[config.mk]
export PLATFORM = sky130hd
export DESIGN_NAME = mux_rr_scheduler
export DESIGN_NICKNAME = d
export VERILOG_FILES = /design/src/rtl/mux_rr_scheduler.sv
export SDC_FILE = /design/constraint.sdc
export NUM_CORES = 1
export LEC_CHECK = 0
export ABC_AREA = 1
export CORE_ASPECT_RATIO = 1.5
export CORE_UTILIZATION = 43
export DETAILED_ROUTE_END_ITERATION = 7
export GPL_TIMING_DRIVEN = 0
export PLACE_DENSITY_LB_ADDON = 0.15
export SETUP_SLACK_MARGIN = 0.05
export SLEW_MARGIN = 0
export SYNTH_ARGS = -nofsm -noshare
export SYNTH_HDL_FRONTEND = slang
export SYNTH_SLANG_ARGS = --single-unit
[constraint.sdc]
create_clock -name clk -period 2.5 [get_ports clk]
set_input_delay 0.5 -clock clk [delete_from_list [all_inputs] [get_ports clk]]
set_output_delay 0.5 -clock clk [all_outputs]
set_load 0.01 [all_outputs]
[src/rtl/mux_rr_scheduler.sv]
// Round-robin scheduler in front of an 8:1 bit-select mux. One requester is granted
// at a time, and each grant is bounded to BURST_MAX accepted transfers.
module mux_rr_scheduler #(
    parameter int BURST_MAX = 4
) (
    input  logic       clk,
    input  logic       rst_n,
    input  logic       en,
    input  logic [7:0] req,
    input  logic [7:0] in,
    output logic [2:0] sel,
    output logic [7:0] grant,
    output logic       out,
    output logic       out_valid,
    input  logic       out_ready,
    output logic [3:0] beat_cnt
);

    typedef enum logic {
        IDLE  = 1'b0,
        GRANT = 1'b1
    } state_t;

    state_t     state;
    state_t     state_next;
    logic [2:0] ptr;
    logic [2:0] ptr_next;
    logic [2:0] sel_next;
    logic [3:0] beat_next;
    logic [2:0] winner;
    logic       found;
    logic       transfer;
    logic       burst_done;

    // Search upward from the last grantee, so it becomes lowest priority this round.
    always_comb begin
        found  = 1'b0;
        winner = ptr;
        for (int k = 1; k <= 8; k++) begin
            if (!found && req[ptr + 3'(k)]) begin
                found  = 1'b1;
                winner = ptr + 3'(k);
            end
        end
    end

    assign transfer   = (state == GRANT) && out_ready;
    assign burst_done = transfer && ((beat_cnt + 4'd1) == 4'(BURST_MAX));

    always_comb begin
        state_next = state;
        sel_next   = sel;
        ptr_next   = ptr;
        beat_next  = beat_cnt;
        unique case (state)
            IDLE: begin
                if (en && found) begin
                    state_next = GRANT;
                    sel_next   = winner;
                    ptr_next   = winner;
                    beat_next  = 4'd0;
                end
            end
            GRANT: begin
                // A transfer on the releasing cycle still counts toward beat_cnt.
                if (transfer) begin
                    beat_next = beat_cnt + 4'd1;
                end
                if (burst_done || !req[sel] || !en) begin
                    state_next = IDLE;
                end
            end
        endcase
    end

    always_ff @(posedge clk or negedge rst_n) begin
        if (!rst_n) begin
            state    <= IDLE;
            sel      <= 3'd0;
            ptr      <= 3'd7;
            beat_cnt <= 4'd0;
        end else begin
            state    <= state_next;
            sel      <= sel_next;
            ptr      <= ptr_next;
            beat_cnt <= beat_next;
        end
    end

    // Outputs are decoded straight from registers so an async reset clears them at once.
    assign out_valid = (state == GRANT);
    assign grant     = out_valid ? (8'd1 << sel) : 8'd0;
    assign out       = in[sel];

endmodule
==> qor.yml <==
global_routing:
  grt_pass1_vias: 1428
  grt_antenna_before_repair: 0
  grt_overflow: 0
  grt_first_pass_wirelength_um: 6040
  grt_max_degree: 12
  grt.total_usage_pct: 24.2
timing:
  holdWs_ns: 0.549
  rsz0062_at_grt: "yes"
  max_slew.worst_pin.slew_ns: 0.478
  slew_headroom_pct: 68.0
  fmax_ghz: 0.409
  drv_slew: 0
  period_share_pct: 97.9
  min_period_ns: 2.45
  finalHoldViolCount: 0
  finalClockSkew_ns: 0.00171
  setup_viol: 0
  fin_tns_setup_ns: 0
critical_path:
  start_kind: "register"
  cp_max_fo: 8
  rr_endpoint: "sel[0]$_DFFE_PN0P_"
  critPathCaptureType: "register"
  worstSetupPathType: "reg2reg"
  reg2reg_depth: 15
  reg2reg_from: "ptr[1]$_DFFE_PN1P_"
  r2r_slack_ns: 0.05
  cp.arrival_ns: 2.62
  required_ns: 2.68
clock_tree:
  clock_latency_ns: 0.24
  clk_pin_slew_ns: 0.05
  cts_buffer_depth: 2
  clock-sinks: 11
  numCtsBuffers: 3
  htree_levels: 1
  clockRootBuffer: "clkbuf_8"
  cts_tree: "yes"
routing:
  drt-pass1-iter-count: 4
  drc: 0
  postRouteWirelength_um: 4260
  num_vias: 1615
  ant_nets: 0
  viasPerCell: 5.21
  drt_iter0_drc: 64
  avgRoutedWirePerCell_um: 13.7
logic_synthesis:
  synthesis.area_sq_mm: 0.00132
  yosysSeqAreaShare_pct: 21.1
  syn_nets: 241
  synthCells: 218
  yosysWarnings: 0
  postSynthAreaPerCell_sq_um: 6.07
  ys_ff_latch: 11
  yosysUniqueCellTypes: 36
place:
  placed_cells: 293
  place_congestion: 0.889
  hpwl_um: 3010
  portBuffers: 36
power_and_ir_drop:
  netSwitchingFraction_pct: 54.6
  total_power_uw: 3410
  clockPowerShare_pct: 5.2
  vdd_drop_max_mv: 0.846
  power.density_mw_per_mm2: 1690
  power_frac_seq_pct: 11.1
  comb_power_share_pct: 83.7
  p_switching_uw: 1860
  p_leak_uw: 0.000965
  p_int_uw: 1550
min_path:
  hold_path_end: "beat_cnt[0]$_DFFE_PN0P_"
  min_path_type: "reg2reg"
  hp-start: "beat_cnt[0]$_DFFE_PN0P_"
  min_path_cells: 1
die:
  die-area_sq_mm: 0.00331
  die_y_um: 70.0
  coreArea_sq_mm: 0.00291
  row_count: 24
  die_x_um: 47.3
  io_pins: 37
  initial_core_util_pct: 45.4
status:
  status: "finished, final reports clean"
cells_and_area:
  multiInputGateArea_sq_mm: 0.00101
  antenna_cells: 0
  ff_latch_area_sq_um: 279
  fin_util_pct: 69.3
  fin_cells: 310
  final_common_cell: "nand2_1"
  fillers: 262
  synthToLayoutAreaGrowth_pct: 52.6
  drive_gt1_share_pct: 20.7
  final_cell_mix: "nand2_1, clkdlybuf4s50_1, nand3_1"
  nets: 295
flow_run:
  drv_cap: 0
final cells by class:
type	count	share of cell area [%]
Multi-Input combinational cell	178	50.2
Timing Repair Buffer	50	23.9
Sequential cell	11	13.8
Inverter	23	4.89
Buffer	5	2.48
Tap cell	39	2.42
Clock buffer	4	2.23
Yosys cell counts:
library cell | n | share of area [%]
nand2_1 | 76 | 22
nand3_1 | 40 | 15
nor2_1 | 18 | 5.1
inv_1 | 17 | 4.8
dfrtp_1 | 8 | 15
o21ai_0 | 6 | 2.3
inv_2 | 5 | 1.4
o22ai_1 | 4 | 1.9
a31oi_1 | 3 | 1.4
dfstp_2 | 3 | 6.0
ha_1 | 3 | 2.8
o21ai_1 | 3 | 1.1
a21oi_1 | 2 | 0.76
a22oi_1 | 2 | 1.1
buf_4 | 2 | 1.1
buf_6 | 2 | 1.7
nand2_2 | 2 | 0.95
nand3_2 | 2 | 1.5
o21a_1 | 2 | 1.1
xnor2_1 | 2 | 1.3
a211oi_1 | 1 | 0.57
buf_2 | 1 | 0.38
clkbuf_1 | 1 | 0.28
clkinv_1 | 1 | 0.28
nand2_4 | 1 | 0.85
nand3_4 | 1 | 1.3
nand3b_1 | 1 | 0.57
nand4_1 | 1 | 0.47
nor2_8 | 1 | 1.5
nor3_4 | 1 | 1.2
o211ai_1 | 1 | 0.57
o21ai_2 | 1 | 0.66
o21bai_1 | 1 | 0.57
o31ai_1 | 1 | 0.57
xnor2_2 | 1 | 1.2
xor2_1 | 1 | 0.66
cell families (layout without fill, tap and decap cells):
group | count (synthesis) | count (layout) | synth area share [%]
xor+xnor | 4 | 4 | 3.21
flops | 11 | 11 | 21.1
buf+inv | 29 | 82 | 10.0
compound gates | 27 | 27 | 12.7
fa+ha+maj | 3 | 3 | 2.84
simple gates | 144 | 144 | 50.2
routing by layer:
metal  up-vias  routed length (um)  global-route usage [%]
met1       732                1570                    27.0
met5         -                   0                       0
met4         0                 116                    5.71
met3        12                 157                    1.81
met2        48                2420                    45.4
li1        823                   -                       -
stage by stage:
| stage | setup WS, ns | area [sq um] |
|---|---|---|
| after detailed placement | -0.416 | 1730 |
| after global placement | -0.431 | 1730 |
| after global routing | -0.0856 | 2020 |
| final | 0.0534 | 2020 |
| after CTS | 0.0509 | 1800 |
| after floorplan | 0.0750 | 1320 |
flip-flops by register name (all words and copies together) (netlist names):
register / cells
sel: 3
out_valid: 1
ptr: 3
beat_cnt: 4
power by group through the flow:
stage | clock network [uW] | registers (uW) | logic [uW]
finish | 177 | 379 | 2850
global route | 187 | 394 | 3120
CTS | 177 | 377 | 2340
detailed placement | 0 | 376 | 2250
global placement | 0 | 377 | 2230
floorplan | 0 | 381 | 1640
worst max-delay path: stages, from the launching register on:
cell and delay (ns):
dfstp_2 0.55, buf_8 0.13, inv_8 0.04, ha_4 0.29, inv_6 0.10, nand3_1 0.13
nand2_2 0.12, o21ai_4 0.08, inv_2 0.10, nand3_4 0.08, nor3_4 0.24, nand3b_1 0.13
nand2_2 0.12, buf_4 0.15, nand2_1 0.05, nand2_1 0.06
worst max-delay path by stage:
stage	start	endpoint	slack, ns	cells after the start
after global routing	ptr[0]$_DFFE_PN1P_	ptr[1]$_DFFE_PN1P_	-0.09	15
after detailed placement	ptr[1]$_DFFE_PN1P_	sel[0]$_DFFE_PN0P_	-0.42	17
after global placement	ptr[1]$_DFFE_PN1P_	sel[0]$_DFFE_PN0P_	-0.43	17
final	ptr[1]$_DFFE_PN1P_	sel[0]$_DFFE_PN0P_	0.05	15
after floorplan	ptr[1]$_DFFE_PN1P_	sel[0]$_DFFE_PN0P_	0.07	17
after CTS	ptr[1]$_DFFE_PN1P_	beat_cnt[1]$_DFFE_PN0P_	0.05	15
what timing repair did:
| action | CTS | global route |
|---|---|---|
| pin swaps | 1 | 14 |
| gates resized for setup | 5 | 26 |
| hold endpoints to repair | 0 | 0 |
| setup buffers | 1 | 11 |
| setup endpoints to repair | 11 | 12 |
| gates cloned | 0 | 2 |
| hold buffers | 0 | 0 |
Power figures use the tool's default switching activity.
